<file path="src/rtl/alu_fp_pkg.sv">
// Shared definitions for the floating-point multiplier mantissa path.
package alu_fp_pkg;

    localparam int unsigned MANT_W         = 24;
    localparam int unsigned FRAC_W         = MANT_W - 1;
    localparam int unsigned PROD_W         = 2 * MANT_W;
    localparam int unsigned CNT_W          = $clog2(MANT_W);
    localparam int unsigned OTHER_ZERO_BIT = 1;
    localparam int unsigned OTHER_INC_BIT  = 0;
    localparam int unsigned MUL_LATENCY    = 26;

    typedef enum logic [3:0] {
        IDLE = 4'b0001,
        CALC = 4'b0010,
        NORM = 4'b0100,
        DONE = 4'b1000
    } mul_state_e;

    typedef struct packed {
        logic [FRAC_W-1:0] frac;
        logic [1:0]        other;
    } mul_res_t;

    // Normalise the raw product and drop the hidden bit; truncation only.
    function automatic mul_res_t norm_pack(input logic [PROD_W-1:0] prod, input logic zero);
        mul_res_t res;
        res.frac  = '0;
        res.other = '0;
        if (zero) begin
            res.other[OTHER_ZERO_BIT] = 1'b1;
        end else if (prod[PROD_W-1]) begin
            res.frac                 = prod[PROD_W-2 -: FRAC_W];
            res.other[OTHER_INC_BIT] = 1'b1;
        end else begin
            res.frac = prod[PROD_W-3 -: FRAC_W];
        end
        return res;
    endfunction

endpackage

</file>
<file path="src/rtl/mant_mul_unit_if.sv">
// Mantissa-multiply request/response handshake.
interface mant_mul_unit_if;
    import alu_fp_pkg::*;

    logic [MANT_W-1:0] data1_in;
    logic [MANT_W-1:0] data2_in;
    logic              trig;
    logic [FRAC_W-1:0] result_out;
    logic [1:0]        other_out;
    logic              result_vld;
    logic              busy;

    modport master (
        output data1_in, data2_in, trig,
        input  result_out, other_out, result_vld, busy
    );

    modport slave (
        input  data1_in, data2_in, trig,
        output result_out, other_out, result_vld, busy
    );

endinterface

</file>
<file path="src/rtl/mant_mul_unit.sv">
// Iterative radix-2 shift-add mantissa multiplier with fixed 26-cycle latency.
module mant_mul_unit
    import alu_fp_pkg::*;
(
    input  logic            sys_clk,
    input  logic            sys_rst,
    mant_mul_unit_if.slave  bus
);

    mul_state_e        state_q, state_d;
    logic              busy_q, busy_d;
    logic              vld_q, vld_d;
    logic [PROD_W-1:0] acc_q;
    logic [PROD_W-1:0] mcand_q;
    logic [MANT_W-1:0] mult_q;
    logic [CNT_W-1:0]  cnt_q;
    logic              zero_q;
    mul_res_t          res_q;

    // State, busy and strobe registers.
    always_ff @(posedge sys_clk) begin
        if (sys_rst) begin
            state_q <= IDLE;
            busy_q  <= 1'b0;
            vld_q   <= 1'b0;
        end else begin
            state_q <= state_d;
            busy_q  <= busy_d;
            vld_q   <= vld_d;
        end
    end

    // Next-state logic; new work is only accepted from IDLE.
    always_comb begin
        state_d = state_q;
        busy_d  = busy_q;
        vld_d   = 1'b0;
        case (state_q)
            IDLE: begin
                if (bus.trig) begin
                    state_d = CALC;
                    busy_d  = 1'b1;
                end
            end
            CALC: begin
                if (cnt_q == CNT_W'(MANT_W - 1)) begin
                    state_d = NORM;
                end
            end
            NORM: begin
                state_d = DONE;
                vld_d   = 1'b1;
            end
            DONE: begin
                state_d = IDLE;
                busy_d  = 1'b0;
            end
            default: begin
                state_d = IDLE;
                busy_d  = 1'b0;
            end
        endcase
    end

    // Datapath: operand capture, shift-add iterations, registered normalisation.
    always_ff @(posedge sys_clk) begin
        if (sys_rst) begin
            acc_q   <= '0;
            mcand_q <= '0;
            mult_q  <= '0;
            cnt_q   <= '0;
            zero_q  <= 1'b0;
            res_q   <= '0;
        end else begin
            case (state_q)
                IDLE: begin
                    if (bus.trig) begin
                        mcand_q <= PROD_W'(bus.data1_in);
                        mult_q  <= bus.data2_in;
                        acc_q   <= '0;
                        cnt_q   <= '0;
                        zero_q  <= (bus.data1_in == '0) || (bus.data2_in == '0);
                    end
                end
                CALC: begin
                    if (mult_q[0]) begin
                        acc_q <= acc_q + mcand_q;
                    end
                    mcand_q <= mcand_q << 1;
                    mult_q  <= mult_q >> 1;
                    cnt_q   <= cnt_q + CNT_W'(1);
                end
                NORM: begin
                    res_q <= norm_pack(acc_q, zero_q);
                end
                default: begin
                end
            endcase
        end
    end

    assign bus.result_out = res_q.frac;
    assign bus.other_out  = res_q.other;
    assign bus.result_vld = vld_q;
    assign bus.busy       = busy_q;

endmodule

</file>
<file path="src/flat_wrapper.sv">
// flat-port wrapper written by rule: the top's interface ports become plain ports
module mant_mul_unit_flat import alu_fp_pkg::*;
  (sys_clk, sys_rst, bus_data1_in, bus_data2_in, bus_trig, bus_result_out, bus_other_out, bus_result_vld, bus_busy);
  mant_mul_unit_if bus_i ();
  input  logic sys_clk;
  input  logic sys_rst;
  input wire logic [$bits(bus_i.data1_in)-1:0] bus_data1_in;
  input wire logic [$bits(bus_i.data2_in)-1:0] bus_data2_in;
  input wire logic [$bits(bus_i.trig)-1:0] bus_trig;
  output wire logic [$bits(bus_i.result_out)-1:0] bus_result_out;
  output wire logic [$bits(bus_i.other_out)-1:0] bus_other_out;
  output wire logic [$bits(bus_i.result_vld)-1:0] bus_result_vld;
  output wire logic [$bits(bus_i.busy)-1:0] bus_busy;
  assign bus_i.data1_in = bus_data1_in;
  assign bus_i.data2_in = bus_data2_in;
  assign bus_i.trig = bus_trig;
  assign bus_result_out = bus_i.result_out;
  assign bus_other_out = bus_i.other_out;
  assign bus_result_vld = bus_i.result_vld;
  assign bus_busy = bus_i.busy;
  mant_mul_unit u_core (.sys_clk(sys_clk), .sys_rst(sys_rst), .bus(bus_i));
endmodule
</file>
<file path="config.mk">
export PLATFORM = sky130hd
export DESIGN_NAME = mant_mul_unit_flat
export DESIGN_NICKNAME = d
export VERILOG_FILES = /design/src/rtl/alu_fp_pkg.sv /design/src/rtl/mant_mul_unit_if.sv /design/src/rtl/mant_mul_unit.sv /design/src/flat_wrapper.sv
export SDC_FILE = /design/constraint.sdc
export NUM_CORES = 1
export LEC_CHECK = 0
export BUFFER_PORTS_ARGS = -buffer_cell sky130_fd_sc_hd__buf_2
export CORE_ASPECT_RATIO = 0.9
export CORE_MARGIN = 10
export CORE_UTILIZATION = 65
export DETAILED_ROUTE_END_ITERATION = 16
export PLACE_DENSITY_LB_ADDON = 0.12
export SYNTH_ARGS = -nofsm -noshare
export SYNTH_HDL_FRONTEND = slang
export SYNTH_SLANG_ARGS = --single-unit
</file>
<file path="constraint.sdc">
create_clock -name sys_clk -period 6.5 [get_ports sys_clk]
set_clock_uncertainty 0.1 [all_clocks]
set_input_delay 0.975 -clock sys_clk [delete_from_list [all_inputs] [get_ports sys_clk]]
set_output_delay 0.975 -clock sys_clk [all_outputs]
set_load 0.05 [all_outputs]
</file>
After elaboration in Yosys (flattened, before gate mapping) --
Cells that the tools add are included.
Storage, ports and cells: flip-flop bits (word level) 157, bits of input ports 51, output and inout bits 27, logic and storage cells 50
Cells by class: add/sub/neg operators 2, eq/ne operators 7, muxes and demuxes 20, bitwise gates (word level) 1, reduce and logical (&&, ||, !) cells 10
Operators with widths (number):
- case mux 48 bit (2 select lines) | 2
- 2-to-1 mux 48 bit | 3
- adder 48 bit | 1
- zero test 24 bit | 2
- case mux 24 bit (2 select lines) | 1
- 2-to-1 mux 23 bit | 2
- 2-to-1 mux 24 bit | 1
- case mux 4 bit (3 select lines) | 1
- case mux 5 bit (2 select lines) | 1
- 2-to-1 mux 4 bit | 2
- AND reduction 2 bit | 4
- adder 5 x 1 -> 5 bit, second input constant | 1
- equality test 5 bit, second input constant | 1
- 2-to-1 mux 1 bit | 5
- 2-to-1 mux 5 bit | 1
- equality test 4 x 1 -> 1 bit, second input constant | 1
- equality test 4 x 2 -> 1 bit, second input constant | 1
- equality test 4 x 3 -> 1 bit, second input constant | 1
- inequality test 2 x 1 -> 1 bit, second input constant | 2
- AND reduction 3 bit | 1
- inequality test 2 bit, second input constant | 1
- case mux 1 bit (2 select lines) | 1
- nonzero test 2 bit | 1
- OR reduction 2 bit | 1
- 2 further kinds | 2

Depth between registers and ports, before layout --
depth after elaboration 4, gate-level depth with buffers 12, mapped depth without buffers 12

Worst setup path after synthesis --
OpenSTA, ideal clock, no wires.
path kind flip-flop to flip-flop, start point register u_core.mcand_q[0], end point register u_core.acc_q[46], library setup time 0.128 ns, data arrival time 2.741 ns, required time 6.272 ns, setup slack 3.531 ns, stages on the path, launching flop included 13, buffers on the path 0, period minus slack after synthesis 2.969 ns, cells stage by stage dfxtp_1 > ha_1 > fa_1 > a211oi_2 > o21ai_2 > nand4_1 > a31oi_1 > a211oi_2 > o41ai_4 > a21o_1 > a311oi_1 > mux2i_1 > nor2_1
Between the ends: cells in the longest elaborated chain, start to end 3
Ends and longest elaborated chain:
- start, declared | line mant_mul_unit.sv:14 | logic [PROD_W-1:0] mcand_q;
- start signal, assigned | line mant_mul_unit.sv:78 | mcand_q <= PROD_W'(bus.data1_in);
- start signal, assigned | line mant_mul_unit.sv:89 | mcand_q <= mcand_q << 1;
- adder 48 bit | line mant_mul_unit.sv:87 | acc_q <= acc_q + mcand_q;
- 2-to-1 mux 48 bit | line mant_mul_unit.sv:86 | if (mult_q[0]) begin
- case mux 48 bit (2 select lines) | line mant_mul_unit.sv:75 | case (state_q)
- end signal, assigned | line mant_mul_unit.sv:87
- end, declared | line mant_mul_unit.sv:13 | logic [PROD_W-1:0] acc_q;
Every way passes these cells. The select of a mux whose other input is x is not followed. A chain may end at the register's enable or synchronous reset.

Worst setup path in the final report --
Ends and elaborated chain as after synthesis.

==> impl_metrics.yaml <==
routing:
  drtIter0Drc: 751
  route.detailed.drc: 0
  detail_route.vias_per_cell: 6.31
  via_count: 8197
  route.detailed.wl_per_inst_microns: 17.8
  detail-route-antenna-nets: 0
  wirelength_mm: 23.1
  drt_first_pass_iters: 5
timing:
  timing.final.setup_violations: 0
  final.period_utilization_pct: 51.2
  rsz0062_at_grt: "no"
  period_needed_ns: 3.33
  worst_pin_slew_ns: 1.26
  max_clock_freq_mhz: 300
  timing.setup.tns_ns: 0
  timing.final.hold_violations: 0
  slew_headroom_pct: 15.6
  final_max_slew_viols: 0
finish:
  utilization_pct: 73.1
  layout_common_cells: "sky130_fd_sc_hd__a21oi_1 (160), sky130_fd_sc_hd__dfxtp_1 (157), sky130_fd_sc_hd__nand2_1 (126), sky130_fd_sc_hd__nor2_1 (95), sky130_fd_sc_hd__buf_2 (76)"
  most_common_library_cell_in_the_layout_ignoring_fill_and_taps: "sky130_fd_sc_hd__a21oi_1"
  ff_latch_area_sq_mm: 0.00314
  nets: 1218
  areaGrowthSynthToFinish_pct: 10.6
  fillCellCount: 1056
  multi_input_comb_area_sq_mm: 0.00529
  antenna_cells: 0
  layout_cell_share_with_drive_strength_beyond_1_pct: 12.8
floorplan:
  die_width_microns: 143
  die_h_microns: 130
  io-pin-count: 78
  rows: 40
  coreArea_sq_mm: 0.0133
  floorplan.initialDensity_pct: 66.1
  die-area_sq_mm: 0.0186
global_routing:
  number_of_global_route_vias_before_repair: 7629
  antenna_found_initial: 0
  grt_use_total_pct: 25.1
  grt_start_max_net_pins: 81
  grt_first_pass_wirelength_mm: 38.6
  global_route.overflow_total: 0
clocking:
  clk_pin_slew_ns: 0.07
  cts_tree: "built"
  clock_latency_ns: 0.43
  cts_buffers: 17
  clock-sinks: 157
  clk_root_buffer_cell: "sky130_fd_sc_hd__clkbuf_16"
  cts_repair_resize_count: 0
  clock_tree.htree_level_count: 4
  holdBufCountCts: 0
  clock_tree.buffer_depth: 2
  post_cts_buffers: 0
yosys:
  postSynthNetCount: 1196
  synthesis.instances: 1096
  synth_cell_types: 71
  synth_warnings: 0
  netlist_area_sq_mm: 0.00879
  synth_top_cell_by_area: "sky130_fd_sc_hd__dfxtp_1"
  postSynthRegisterBits: 157
  ys_async_rst_share_pct: 0
  post_synth.cell_area_avg_sq_um: 8.02
  synth_top_area_share_pct: 35.7
  synth-edff-count: 0
  yosys-top-cells-area: "sky130_fd_sc_hd__dfxtp_1 (36%), sky130_fd_sc_hd__a21oi_1 (9.1%), sky130_fd_sc_hd__ha_1 (6.8%), sky130_fd_sc_hd__nand2_1 (5.4%), sky130_fd_sc_hd__nor2_1 (4.1%)"
  yosysSeqAreaShare_pct: 35.7
  ys.flop_type: "sky130_fd_sc_hd__dfxtp_1"
setup_path:
  setup.worst_path.start_class: "flop"
  worst-endpoint-arrival_ns: 3.52
  critical_path_required_ns: 6.69
  worst-setup-path-type: "flop to flop"
  timing.critical_path.to_type: "flop"
  critical_path_peak_fanout: 4
outcome:
  result_of_the_run: "finished clean"
power_and_ir_drop:
  power_density_mw_per_mm2: 229
  static-leakage-power_nw: 4.01
  cellInternalPower_mw: 1.63
  p_sw_share_pct: 26.7
  switchingPower_mw: 0.593
  p_seq_share_pct: 45.8
  p_clk_share_pct: 45.3
  comb_power_share_pct: 8.9
  worst_ir_drop_vdd_v: 0.000184
run:
  max_cap_violations: 0
placed_design:
  placement.io_buffers: 77
  gp_routability_congestion: 0.922
  detailedPlacementHpwl_mm: 15.4
hold_path:
  min_path_type: "flop to flop"
-- per-stage QoR --
stage | instances | area (sq um) | power (mW) | setup WS (ns) | hold slack (ns)
final | 1299 | 9730 | 2.22 | 3.17 | 0.357
after global routing | 1299 | 9730 | 2.30 | 2.99 | 0.378
after detailed placement | 1267 | 9140 | 1.23 | 3.22 | 0.352
after CTS | 1299 | 9730 | 2.23 | 3.18 | 0.360
after floorplan | 1096 | 8790 | 1.17 | 3.53 | 0.337
after global placement | 1267 | 9140 | 1.23 | 3.26 | 0.344
-- cell usage after synthesis (25+ instances only) --
library cell               number
sky130_fd_sc_hd__ha_1          48
sky130_fd_sc_hd__mux2i_1       25
sky130_fd_sc_hd__a22oi_1       33
sky130_fd_sc_hd__nor3_1        32
sky130_fd_sc_hd__nor4_1        27
sky130_fd_sc_hd__a21oi_1      160
sky130_fd_sc_hd__nand3_1       69
sky130_fd_sc_hd__nor2_1        96
sky130_fd_sc_hd__xnor2_1       28
sky130_fd_sc_hd__nand2_1      127
sky130_fd_sc_hd__clkbuf_1      65
sky130_fd_sc_hd__dfxtp_1      157
sky130_fd_sc_hd__a21o_1        33
-- flip-flops by register name (all words and copies together) (netlist names) --
| name | flops |
|---|---|
| u_core.bus.result_vld | 1 |
| u_core.cnt_q | 5 |
| u_core.mult_q | 24 |
| u_core.bus.busy | 1 |
| u_core.mcand_q | 48 |
| u_core.acc_q | 48 |
| u_core.bus.result_out | 23 |
| u_core.bus.other_out | 2 |
| u_core.state_q | 4 |
| u_core.zero_q | 1 |
-- worst paths after layout --
| kind | depth (start not counted) | slack, ns | start | end |
|---|---|---|---|---|
| min | 2 | 0.36 | u_core.mult_q[6] | u_core.mult_q[6] |
| min reg2reg | 2 | 0.36 | u_core.mult_q[6] | u_core.mult_q[6] |
| max | 12 | 3.17 | u_core.mcand_q[0] | u_core.acc_q[46] |
| max reg2reg | 12 | 3.17 | u_core.mcand_q[0] | u_core.acc_q[46] |
-- per-layer routing --
metal | global-route usage (%) | share of wire, %
met2 | 37.5 | 43
met3 | 6.21 | 9.2
met4 | 5.94 | 1.2
met1 | 35.6 | 47
met5 | 0 | 0
-- kinds of logic after synthesis --
group | count (synthesis) | share of synthesized area, %
simple gates | 401 | 21.4
compound gates | 329 | 24.5
flops | 157 | 35.7
buf+inv | 94 | 4.40
fa+ha+maj | 49 | 7.06
xor+xnor | 41 | 4.08
mux | 25 | 2.85
-- power by group through the flow --
stage / Combinational [mW] / Clock [mW] / Sequential [mW]
2_1_floorplan: 0.143 / 0 / 1.03
3_3_place_gp: 0.192 / 0 / 1.04
3_5_place_dp: 0.194 / 0 / 1.04
4_1_cts: 0.196 / 1.01 / 1.02
5_1_grt: 0.220 / 1.06 / 1.02
6_report: 0.198 / 1.01 / 1.02
-- final cells by class --
type | count | area share, %
clock buffers | 19 | 4.45
clock inverters | 13 | 1.57
inverters | 9 | 0.347
multi-input cells | 845 | 54.3
flip-flops and latches | 157 | 32.3
well taps | 168 | 2.16
repair buffers | 88 | 4.84
-- critical path, stage by stage (launching register included) --
cell	delay (ns)
sky130_fd_sc_hd__dfxtp_1	0.32
sky130_fd_sc_hd__ha_1	0.22
sky130_fd_sc_hd__fa_1	0.43
sky130_fd_sc_hd__a211oi_2	0.26
sky130_fd_sc_hd__o21ai_2	0.12
sky130_fd_sc_hd__nand4_1	0.14
sky130_fd_sc_hd__a31oi_1	0.12
sky130_fd_sc_hd__a211oi_2	0.46
sky130_fd_sc_hd__o41ai_4	0.18
sky130_fd_sc_hd__a21o_1	0.23
sky130_fd_sc_hd__a311oi_1	0.32
sky130_fd_sc_hd__mux2i_1	0.22
sky130_fd_sc_hd__nor2_1	0.05
No activity file was read; power rests on OpenSTA's default activity.
